<file path="src/rtl/systolic_feed_sched.sv">
// rtl/systolic_feed_sched.sv - skewed operand feed sequencer for the systolic array input FIFOs
//
// Purpose: on an init pulse, walks an N x N row-major operand matrix in local
// memory and pushes it into N lane FIFOs with diagonal skew. At step t (0..2N-2),
// lane k carries element (t-k, k) when 0 <= t-k <= N-1 and zero otherwise.
// All lanes of a step are pushed together once no lane FIFO is full. A one-cycle
// com pulse follows the last push.
//
// Ports:
//   clk, rst        system clock; synchronous active-high reset
//   init            start pulse, honoured only while idle
//   base_address    matrix base address, latched when init is accepted
//   busy            high whenever the sequencer is not idle
//   com             one-cycle completion pulse
//   mem_rd/mem_addr operand memory read strobe and address
//   mem_rdata       read data, valid the cycle after mem_rd
//   fifo_full       per-lane FIFO full flags
//   wr_en           per-lane push strobes (all lanes or none)
//   fifo_wdata      lane k data at [k*DATA_W +: DATA_W]
module systolic_feed_sched #(
  parameter int N      = 5,
  parameter int DATA_W = 32,
  parameter int ADDR_W = 8
) (
  input  logic                clk,
  input  logic                rst,
  input  logic                init,
  input  logic [ADDR_W-1:0]   base_address,
  output logic                busy,
  output logic                com,
  output logic                mem_rd,
  output logic [ADDR_W-1:0]   mem_addr,
  input  logic [DATA_W-1:0]   mem_rdata,
  input  logic [N-1:0]        fifo_full,
  output logic [N-1:0]        wr_en,
  output logic [N*DATA_W-1:0] fifo_wdata
);

  localparam int TW = $clog2(2*N-1);
  localparam logic [TW-1:0] T_LAST    = TW'(2*N-2);
  localparam logic [TW-1:0] LANE_LAST = TW'(N-1);

  typedef enum logic [2:0] {S_IDLE, S_READ, S_WAIT, S_PUSH, S_DONE} state_t;

  state_t              state_q, state_d;
  logic [ADDR_W-1:0]   base_q, base_d;
  logic [TW-1:0]       t_q, t_d;
  logic [TW-1:0]       k_q, k_d;
  logic [TW-1:0]       kp_q, kp_d;    // lane of the read whose data is in flight
  logic                pend_q, pend_d;
  logic [N*DATA_W-1:0] stage_q, stage_d;

  logic [TW-1:0]       row;
  logic [ADDR_W-1:0]   rd_addr;

  // First and last active lane for step t.
  function automatic logic [TW-1:0] klo_of(input logic [TW-1:0] t);
    return (t > LANE_LAST) ? t - LANE_LAST : '0;
  endfunction

  function automatic logic [TW-1:0] khi_of(input logic [TW-1:0] t);
    return (t > LANE_LAST) ? LANE_LAST : t;
  endfunction

  always_comb begin
    state_d    = state_q;
    base_d     = base_q;
    t_d        = t_q;
    k_d        = k_q;
    kp_d       = kp_q;
    pend_d     = pend_q;
    stage_d    = stage_q;
    busy       = (state_q != S_IDLE);
    com        = 1'b0;
    mem_rd     = 1'b0;
    mem_addr   = '0;
    wr_en      = '0;
    fifo_wdata = '0;

    // Element (t-k, k) of a row-major matrix; wraps modulo 2^ADDR_W.
    row     = t_q - k_q;
    rd_addr = base_q + ADDR_W'(row) * ADDR_W'(N) + ADDR_W'(k_q);

    // The word requested in the previous cycle lands now.
    if (pend_q) begin
      stage_d[kp_q*DATA_W +: DATA_W] = mem_rdata;
    end

    case (state_q)
      S_IDLE: begin
        if (init) begin
          base_d  = base_address;
          t_d     = '0;
          k_d     = '0;
          pend_d  = 1'b0;
          stage_d = '0;
          state_d = S_READ;
        end
      end
      S_READ: begin
        mem_rd   = 1'b1;
        mem_addr = rd_addr;
        pend_d   = 1'b1;
        kp_d     = k_q;
        if (k_q == khi_of(t_q)) begin
          state_d = S_WAIT;
        end else begin
          k_d = k_q + TW'(1);
        end
      end
      S_WAIT: begin
        pend_d  = 1'b0;
        state_d = S_PUSH;
      end
      S_PUSH: begin
        // Stage holds zeros in inactive lanes, so it is pushed as-is.
        fifo_wdata = stage_q;
        if (fifo_full == '0) begin
          wr_en   = '1;
          stage_d = '0;
          if (t_q == T_LAST) begin
            state_d = S_DONE;
          end else begin
            t_d     = t_q + TW'(1);
            k_d     = klo_of(t_q + TW'(1));
            state_d = S_READ;
          end
        end
      end
      S_DONE: begin
        com     = 1'b1;
        state_d = S_IDLE;
      end
      default: state_d = S_IDLE;
    endcase
  end

  always_ff @(posedge clk) begin
    if (rst) begin
      state_q <= S_IDLE;
      base_q  <= '0;
      t_q     <= '0;
      k_q     <= '0;
      kp_q    <= '0;
      pend_q  <= 1'b0;
      stage_q <= '0;
    end else begin
      state_q <= state_d;
      base_q  <= base_d;
      t_q     <= t_d;
      k_q     <= k_d;
      kp_q    <= kp_d;
      pend_q  <= pend_d;
      stage_q <= stage_d;
    end
  end

endmodule

</file>
<file path="config.mk">
export PLATFORM = sky130hd
export DESIGN_NAME = systolic_feed_sched
export DESIGN_NICKNAME = d
export VERILOG_FILES = /design/src/rtl/systolic_feed_sched.sv
export SDC_FILE = /design/constraint.sdc
export NUM_CORES = 1
export LEC_CHECK = 0
export CAP_MARGIN = 25
export CORE_MARGIN = 1.5
export CORE_UTILIZATION = 45
export DETAILED_ROUTE_END_ITERATION = 7
export MAX_ROUTING_LAYER = met4
export PLACE_DENSITY = 0.74
export RECOVER_POWER = 50
export SYNTH_ARGS = -nofsm -noshare
export SYNTH_HDL_FRONTEND = slang
export SYNTH_SLANG_ARGS = --single-unit
</file>
<file path="constraint.sdc">
create_clock -name clk -period 6.94 [get_ports clk]
set_input_delay 1.388 -clock clk [delete_from_list [all_inputs] [get_ports clk]]
set_output_delay 1.388 -clock clk [all_outputs]
set_load 0.03 [all_outputs]
</file>
## Word-level counts from Yosys, hierarchy flattened

Cells that the tools add are included.

| cells by class | value |
|---|---|
| $lt $le $gt $ge | 2 |
| shift operators | 2 |
| reductions and logical operators | 11 |
| $mul | 1 |
| equal/unequal tests | 11 |
| $add $sub $neg | 7 |
| muxes and demuxes | 28 |

Operators with widths:

| operator | number |
|---|---|
| $mux 160 | 4 |
| $pmux 160 s2 | 1 |
| $bwmux 160 | 1 |
| $shift 32x34->160 const A | 1 |
| $shiftx 32x34->160 | 1 |
| $neg 9->34 | 1 |
| $mux 4 | 8 |
| $mux 3 | 4 |
| $pmux 3 s4 | 1 |
| $pmux 4 s3 | 1 |
| $mux 5 | 2 |
| $ne 2x2->1 const B | 5 |
| $reduce_bool 3->1 | 3 |
| $add 4x1->4 const B | 2 |
| $add 8x4->8 | 1 |
| $add 8x7->8 | 1 |
| $gt 4x3->1 const B | 2 |
| $mux 8 | 1 |
| $pmux 4 s2 | 1 |
| $mul 4x3->7 const B | 1 |
| $eq 3x2->1 const B | 2 |
| $logic_not 5->1 | 1 |
| $reduce_and 5->1 | 1 |
| $eq 4x4->1 | 1 |
| 12 further kinds | 15 |

| word-level totals | value |
|---|---|
| input bits | 48 |
| output and inout port bits | 176 |
| word-level logic and storage cells | 69 |
| register bits | 184 |

## Logic depth before layout (Yosys ltp)

Gate-level depths: netlist of run 1.

| depth | value |
|---|---|
| depth after elaboration | 6 |
| mapped depth | 17 |
| depth with buffers taken out | 17 |

## Least setup slack after synthesis of run 1

No wires, ideal clock.

| timing | value |
|---|---|
| kind | register to output |
| from | reg k_q[1] |
| to | out mem_addr[6] |
| setup slack | 1635 ps |
| data required time | 5552 ps |
| arrival | 3917 ps |
| cell stages (with the launch flop) | 16 |
| buffers on the path | 0 |
| path through | dfxtp_1 inv_1 ha_1 a21o_1 a21oi_1 xnor2_1 ha_1 inv_1 fa_1 fa_1 inv_1 ha_1 a21o_1 a21oi_1 or4b_2 nand3_1 |

| between the ends | value |
|---|---|
| word-level cells in the longest chain between the ends | 5 |

Ends and longest elaborated chain:

| what | RTL line | source |
|---|---|---|
| from (decl) | 48 | `logic [TW-1:0] k_q, k_d;` |
| from (signal assigned) | 151 | `k_q <= k_d;` |
| $sub 4x4->4 | 81 | `row = t_q - k_q;` |
| $mul 4x3->7 | 82 | `rd_addr = base_q + ADDR_W'(row) * ADDR_W'(N) + ADDR_W'(k_q);` |
| $add 8x7->8 | 82 |  |
| $add 8x4->8 * | 82 |  |
| $mux 8 * | 89 | `case (state_q)` |
| to (decl) | 32 | `output logic [ADDR_W-1:0] mem_addr,` |

Mark *: on every way between the ends. The rest lies on a longest branch, timed or not.

## Final worst setup path of run 1

Same ends and word-level chain as after synthesis.

==> run summary, run 1 <==
Syn Nets = 1,237
Buffers from clock root to sink, at most = 2
Cts hold-fix bufs = 0
I/O pin cnt = 224
Data required time at the worst endpoint = 5.55 ns
Clock-pin transition on the worst setup and hold timing paths = 0.07 ns
Clock Latency Late Sink = 0.44 ns
Synthesized cell area = 8890 um^2
Area growth syn-to-layout = 32.4%
Final Util = 0.606
Global-route wire length before repair = 39,700 um
Ys flop type = dfxtp_1
Setup CP Type = reg -> out
Syn Area/Cell = 7.67 um^2
P_leak = 4.39 nW
Layout Skew = 0.0131 ns
Clk Tree Root Cell = clkbuf_16
Peak Freq = 155 MHz
Worst setup EP type = output pin
Post-detail-place hpwl = 17,600 um
HP Class = reg -> reg
Register area share after synthesis = 0.414
Power per cell area = 208 nW/um^2
Post-synth top cells = 281 x nand2_1, 184 x dfxtp_1, 180 x a21oi_1
Top sig layer = met4
Antenna Cells = 0
Remaining DRCs = 0
DR WL/cell = 15.8 um
Die ar. = 20,600 um^2
Share of layout cells above drive strength 1 = 0.0435
CP Launch Type = flop
Detailed Route WL = 25,300 um
Initial DRC Count = 468
CTS buffer count = 17
Post-synth EDFFs = 0
YS warnings = 0
Pin count of the biggest net entering global routing = 111
Violated checks = max-capacitance violations, max-slew violations
Die H = 144 um
Slew Viols, Final = 83
Critical path arrival = 5.08 ns
Global Route Usage Sum = 0.255
TritonCTS clock tree = built
Synth area leaders = dfxtp_1 41%, nand2_1 12%, and2_1 12%
Router iterations before antenna repair = 4
DR WL met3 = 1880 um
# Post-CTS Setup Buffers = 0
Tcrit/Tclk final = 0.932
Outcome = finished, violations left
Maximum vdd drop = 0.163 mV
PortBufs = 223
RSZ-0062 raised after global routing = false
Via density = 5.17
Setup TNS Final = 0 ns
Setup Viol. Count Final = 0
Fin crit period = 6.47 ns
CTS Sinks = 184
Max Cap Violations = 1
Post-synth top area share = 0.414
#FFs+latches synth = 184
Routed metal-1 wirelength = 11,000 um
Remaining Overflow, GRT = 0
Fin Hold WS = 0.446 ns
Top cell type by total area after synthesis = dfxtp_1
Top-count cell post-synth = nand2_1
Initial Util = 0.458
Gpl congestion = 0.872
Layout net count = 1,399
Core area = 19,400 um^2
Crit Path Max Fanout = 7
H-Tree Depth = 4
Max-Slew Margin vs Limit = -0.964
Slew @ Worst Pin = 2.95 ns
Final-report hold violation count = 0
Synth Instances = 1,158
Initial antenna violation count = 0
DR vias = 8,256
Die W = 144 um
FP Rows = 51
Asr flop ratio synth = 0
Vias in the first global route = 7,569
Netlist cell types = 49
Met2 wire len = 11,900 um
Post-DRT Antenna Nets = 0
Post_cts resized = 0
[routing by layer]
layer,vias up,GRT usage
met5,-,-
met4,0,0.0800
met3,38,0.0646
met2,284,0.397
met1,3837,0.324
li1,4097,-
[final timing paths]
check / slack, ns / from / end / cells past startpoint
setup / recovery: 0.47 / k_q[1]$_SDFFE_PP0P_ / mem_addr[6] / 16
hold reg to reg: 0.45 / stage_q[154]$_SDFF_PP0_ / stage_q[154]$_SDFF_PP0_ / 2
setup reg to reg: 2.64 / state_q[0]$_SDFFE_PP0P_ / stage_q[66]$_SDFF_PP0_ / 6
hold / removal: 0.45 / stage_q[154]$_SDFF_PP0_ / stage_q[154]$_SDFF_PP0_ / 2
[cell families (layout without fill, tap and decap cells)]
group,Yosys count,after routing,share of synthesized area
simple gates,594,594,0.325
compound gates,205,205,0.122
flops,184,184,0.414
buf+inv,123,298,0.0663
fa+ha+maj,31,31,0.0496
xor+xnor,16,16,0.0158
mux,5,5,0.00591
[registers in the layout, summed over array words and instances, names as in the netlist]
name     count
t_q          4
base_q       8
stage_q    160
k_q          4
pend_q       1
state_q      3
kp_q         4
[layout make-up]
cell class	instances	area, um^2
fillers	1730	7640
repair buffers	235	2410
clock buffers	20	457
inverters	31	116
clock inverters	12	131
flip-flops and latches	184	3680
multi-input cells	851	4630
well taps	265	332
[per-stage QoR]
stage          area [um^2]  cells  worst slack [ns]  power [mW]
6_report             11800   1598             0.474        2.45
5_1_grt              11800   1598             0.198        2.55
3_5_place_dp         11100   1564             0.925        1.51
3_3_place_gp         11100   1562             0.968        1.49
2_1_floorplan         8890   1158              1.63        1.39
4_1_cts              11700   1596             0.448        2.46
[cells in the final DEF (no fill, tap or decap), types with 7 or more instances in the layout]
cell type        count
nor2_1              19
clkdlybuf4s50_1    147
inv_1               31
and2_1             165
fa_1                 7
dlygate4sd3_1       76
dfxtp_1            184
nand2_1            281
o21ai_0              7
nand3_1             88
a21oi_1            180
ha_1                24
xnor2_1             11
clkbuf_16           17
buf_4                7
[critical path, stage by stage (launching register included)]
cell and delay, ns:
dfxtp_1 0.43, inv_1 0.14, ha_1 0.29, a21o_1 0.16, a21oi_1 0.16, xnor2_1 0.19
ha_1 0.27, inv_1 0.07, fa_1 0.44, fa_1 0.52, inv_1 0.05, ha_1 0.32
a21o_1 0.15, a21oi_1 0.09, or4b_2 0.61, nand3_1 0.09, clkdlybuf4s50_1 0.67
[power by group]
group | switching (mW) | internal [mW]
clock | 0.438 | 0.527
sequential | 0.0218 | 1.08
combinational | 0.251 | 0.132
total | 0.711 | 1.74
Power figures use the tool's default switching activity.
==> inputs of run 2 (changes only) <==
--- a/config.mk
+++ b/config.mk
@@ -8,6 +8,7 @@
 export CAP_MARGIN = 25
 export CORE_MARGIN = 1.5
 export CORE_UTILIZATION = 45
+export CTS_BUF_LIST = sky130_fd_sc_hd__clkbuf_16
 export DETAILED_ROUTE_END_ITERATION = 7
 export MAX_ROUTING_LAYER = met4
 export PLACE_DENSITY = 0.74
==> run summary, run 2 (synthesized netlist as in run 1, its figures left out) <==
I/O pin cnt = 224
Critical path buffers and inverters = 4
R2r worst-path depth = 6
Max-Slew Margin vs Limit = -0.949
Core area = 19,400 um^2
Antenna Cells = 0
Layout Skew = 0.0122 ns
Reg with most FFs = stage_q
Largest register FFs = 160
Gpl congestion = 0.872
Hold path endpoint = stage_q[16]$_SDFF_PP0_
Initial DRC Count = 561
Setup TNS Final = 0 ns
Remaining DRCs = 0
Critical path arrival = 5.08 ns
Worst setup EP type = output pin
# Post-CTS Setup Buffers = 0
Critical R2R Launch = state_q[0]$_SDFFE_PP0P_
Family with the most delay on the worst path = adder cells
Initial antenna violation count = 0
Most common cell after layout, fill and taps aside = nand2_1
Global Route Usage Sum = 0.254
Clock Latency Late Sink = 0.43 ns
HP Class = reg -> reg
Slowest-stage cell, CP = clkdlybuf4s50_1
Crit Path Max Fanout = 7
TritonCTS clock tree = built
Slew @ Worst Pin = 2.92 ns
Worst path cell trace = inv_1, ha_1, a21o_1, a21oi_1, xnor2_1, ha_1, inv_1, fa_1, fa_1, inv_1, ha_1, a21o_1, a21oi_1, or4b_2, nand3_1, clkdlybuf4s50_1
Die H = 144 um
Outcome = finished, violations left
FP Rows = 51
Max Cap Violations = 1
Most frequent cells in the layout = 281 x nand2_1, 184 x dfxtp_1, 180 x a21oi_1
Clock-pin transition on the worst setup and hold timing paths = 0.07 ns
Die ar. = 20,600 um^2
DR WL/cell = 15.9 um
Violated checks = max-capacitance violations, max-slew violations
Flop-to-flop setup slack = 2.66 ns
Power per cell area = 207 nW/um^2
RSZ-0062 raised after global routing = false
Post_cts resized = 0
Worst setup path startpoint = k_q[1]$_SDFFE_PP0P_
CP Launch Type = flop
Slew Viols, Final = 83
Router iterations before antenna repair = 5
Global-route wire length before repair = 39,600 um
CTS buffer count = 17
Largest regs = stage_q: 160 flops, base_q: 8 flops
R2r endpoint = stage_q[52]$_SDFF_PP0_
P_leak = 4.38 nW
Initial Util = 0.458
Hold Startpoint = stage_q[16]$_SDFF_PP0_
CTS Sinks = 184
Final-report hold violation count = 0
Pin count of the biggest net entering global routing = 111
Setup Viol. Count Final = 0
Total power = 2.43 mW
Via density = 5.16
Fin crit period = 6.47 ns
Buffers from clock root to sink, at most = 2
H-Tree Depth = 4
Area growth syn-to-layout = 32.1%
Cts hold-fix bufs = 0
Setup CP Type = reg -> out
Share of layout cells above drive strength 1 = 0.0420
DR vias = 8,248
CP peak stage delay = 0.67 ns
Data required time at the worst endpoint = 5.55 ns
Layout net count = 1,399
Hold Path Depth = 2
Maximum vdd drop = 0.159 mV
Post-detail-place hpwl = 17,600 um
Vias in the first global route = 7,539
Tcrit/Tclk final = 0.933
Peak Freq = 154 MHz
Remaining Overflow, GRT = 0
Die W = 144 um
Clk Tree Root Cell = clkbuf_16
Post-DRT Antenna Nets = 0
Detailed Route WL = 25,300 um
PortBufs = 223
## run 2: worst reg2reg max path: cells and delay by family (launching register included)
family | cells | cell delay, ns
flops | 1 | 0.57
buf+inv | 1 | 0.43
compound gates | 1 | 0.11
simple gates | 4 | 3.06
## run 2: worst max-delay path by stage
stage	endpoint	cells after the start
4_1_cts	mem_addr[6]	16
6_report	mem_addr[6]	16
3_3_place_gp	mem_addr[6]	16
2_1_floorplan	mem_addr[6]	15
3_5_place_dp	mem_addr[6]	16
5_1_grt	mem_addr[6]	16
## run 2: area by class of cell
class / instances / area (um^2)
multi-input cells: 851 / 4630
repair buffers: 235 / 2410
fillers: 1733 / 7660
flip-flops and latches: 184 / 3680
well taps: 265 / 332
clock buffers: 17 / 425
clock inverters: 15 / 143
inverters: 31 / 116
## run 2: stage by stage
step,hold slack [ns],util,worst slack [ns],instance area (um^2),cells
2_1_floorplan,0.425,-,1.63,8890,1158
3_3_place_gp,0.433,0.571,0.968,11100,1562
3_5_place_dp,0.439,0.574,0.925,11100,1564
4_1_cts,0.448,0.603,0.451,11700,1596
5_1_grt,0.463,0.605,0.200,11700,1598
6_report,0.446,0.605,0.467,11700,1598
## run 2: metal layers
metal	up-vias	share of wire	global-route usage
met2	275	0.47	0.396
met5	-	0	-
li1	4104	-	-
met1	3832	0.44	0.324
met4	0	0.017	0.0768
met3	37	0.075	0.0646
## run 2: report_power, final
group	switching [mW]	total, mW	internal [mW]
logic	0.251	0.384	0.132
registers	0.0218	1.10	1.08
clock network	0.437	0.941	0.504
==> inputs of run 3 (changes only) <==
--- a/config.mk
+++ b/config.mk
@@ -5,11 +5,12 @@
 export SDC_FILE = /design/constraint.sdc
 export NUM_CORES = 1
 export LEC_CHECK = 0
-export CAP_MARGIN = 25
+export CAP_MARGIN = 30
 export CORE_MARGIN = 1.5
 export CORE_UTILIZATION = 45
 export CTS_BUF_LIST = sky130_fd_sc_hd__clkbuf_16
 export DETAILED_ROUTE_END_ITERATION = 7
+export GPL_ROUTABILITY_DRIVEN = 0
 export MAX_ROUTING_LAYER = met4
 export PLACE_DENSITY = 0.74
 export RECOVER_POWER = 50
==> run summary, run 3 (synthesized netlist as in run 1, its figures left out) <==
H-Tree Depth = 4
Die W = 144 um
Final-report hold violation count = 0
Worst path cell trace = inv_1, ha_1, a21o_1, a21oi_1, xnor2_1, ha_1, inv_1, fa_1, fa_1, inv_1, ha_1, a21o_1, a21oi_1, or4b_2, nand3_1, clkdlybuf4s50_1
FP Rows = 51
Sw Share = 0.286
Worst setup EP type = output pin
Detailed Route WL = 25,500 um
Slew Viols, Final = 191
Critical path arrival = 5.10 ns
P_leak = 4.29 nW
Layout net count = 1,400
Setup Viol. Count Final = 0
Setup TNS Final = 0 ns
Power share of the clock group = 0.392
Flop pwr share = 0.453
Multi-input gate area = 4630 um^2
Reg with most FFs = stage_q
Via density = 5.16
Data required time at the worst endpoint = 5.55 ns
Remaining Overflow, GRT = 0
Fin crit period = 6.49 ns
Cts hold-fix bufs = 0
Post-DRT Antenna Nets = 0
Clock-pin transition on the worst setup and hold timing paths = 0.07 ns
Router iterations before antenna repair = 5
Most frequent cells in the layout = 281 x nand2_1, 184 x dfxtp_1, 180 x a21oi_1
# Post-CTS Setup Buffers = 0
Global-route wire length before repair = 39,700 um
Post_cts resized = 0
Area growth syn-to-layout = 31.8%
R2r worst-path depth = 6
Core area = 19,400 um^2
NetSw = 0.696 mW
Post-detail-place hpwl = 17,900 um
Largest regs = stage_q: 160 flops, base_q: 8 flops
Internal power = 1.74 mW
Global Route Usage Sum = 0.255
CTS Sinks = 184
CP peak stage delay = 0.67 ns
Clock Latency Late Sink = 0.42 ns
Vias in the first global route = 7,482
TritonCTS clock tree = built
FILL cells = 1,792
Maximum vdd drop = 0.168 mV
Pin count of the biggest net entering global routing = 104
CTS buffer count = 17
Largest register FFs = 160
Max-Slew Margin vs Limit = -0.996
Violated checks = max-capacitance violations, max-slew violations
PortBufs = 223
RSZ-0062 raised after global routing = false
Outcome = finished, violations left
DR WL/cell = 16.0 um
CP Launch Type = flop
Die H = 144 um
Power per cell area = 208 nW/um^2
Remaining DRCs = 0
Setup CP Type = reg -> out
Crit Path Max Fanout = 7
Total power = 2.43 mW
HP Class = reg -> reg
Tcrit/Tclk final = 0.935
Initial DRC Count = 581
Layout Skew = 0.0108 ns
Initial antenna violation count = 0
Clk Tree Root Cell = clkbuf_16
Die ar. = 20,600 um^2
Buffers from clock root to sink, at most = 2
Most common cell after layout, fill and taps aside = nand2_1
Peak Freq = 154 MHz
Slew @ Worst Pin = 2.99 ns
Max Cap Violations = 2
Hold Path Depth = 2
Antenna Cells = 0
DR vias = 8,257
Share of layout cells above drive strength 1 = 0.0435
Logic pwr share = 0.154
Initial Util = 0.458
Reg area = 3680 um^2
I/O pin cnt = 224
Fin Hold WS = 0.446 ns
Slowest-stage cell, CP = clkdlybuf4s50_1
==> run 3: cell count changes in the layout (fill, tap and decap cells not counted), sizes merged <==
cell           previous run  this run
clkinvlp                  1         3
dlygate4sd3              76        57
clkinv                    5         8
inv                      39        33
dlymetal6s2s              0         1
bufinv                    1         2
clkdlybuf4s50           147       166
==> run 3: power groups by stage <==
stage | clock [mW] | sequential, mW | combinational, mW
finish | 0.955 | 1.10 | 0.376
global route | 1.01 | 1.11 | 0.418
CTS | 0.967 | 1.10 | 0.382
detailed placement | 0 | 1.13 | 0.380
global placement | 0 | 1.13 | 0.367
floorplan | 0 | 1.12 | 0.271
==> run 3: worst max-delay path, delay by kind of cell (launching register included) <==
kind / cells / cell delay [ns]
buffers and inverters: 4 / 0.95
XOR/XNOR: 1 / 0.18
AND/OR/NAND/NOR: 2 / 0.69
AO/OA/AOI/OAI: 4 / 0.57
adder cells (fa/ha/maj): 5 / 1.84
flip-flops: 1 / 0.45
==> run 3: through the flow <==
stage | setup WS (ns) | instances | area, um^2 | util
2_1_floorplan | 1.63 | 1158 | 8890 | -
5_1_grt | 0.124 | 1599 | 11700 | 0.604
3_5_place_dp | 0.864 | 1567 | 11200 | 0.575
4_1_cts | 0.394 | 1599 | 11700 | 0.605
6_report | 0.454 | 1599 | 11700 | 0.604
3_3_place_gp | 0.977 | 1563 | 11100 | 0.571
==> run 3: layout make-up <==
type                    count  share of cell area
inverters                  31             0.00994
repair buffers            236               0.202
clock inverters            15              0.0130
flip-flops and latches    184               0.315
multi-input cells         851               0.396
well taps                 265              0.0283
clock buffers              17              0.0363
==> run 3: routing by layer <==
layer | routed length (um) | GRT usage | part of all wire | up-vias
li1 | - | - | - | 4100
met1 | 11200 | 0.324 | 0.44 | 3845
met2 | 12000 | 0.399 | 0.47 | 276
met3 | 1750 | 0.0623 | 0.068 | 36
met4 | 547 | 0.0843 | 0.021 | 0
met5 | 0 | - | 0 | -
==> run 3: path summary, 6_finish.rpt <==
kind / start / endpoint / slack, ns
worst max-delay path: k_q[1]$_SDFFE_PP0P_ / mem_addr[6] / 0.45
worst min-delay path: stage_q[27]$_SDFF_PP0_ / stage_q[27]$_SDFF_PP0_ / 0.45
worst max register to register: state_q[0]$_SDFFE_PP0P_ / stage_q[151]$_SDFF_PP0_ / 2.34
worst min register to register: stage_q[27]$_SDFF_PP0_ / stage_q[27]$_SDFF_PP0_ / 0.45
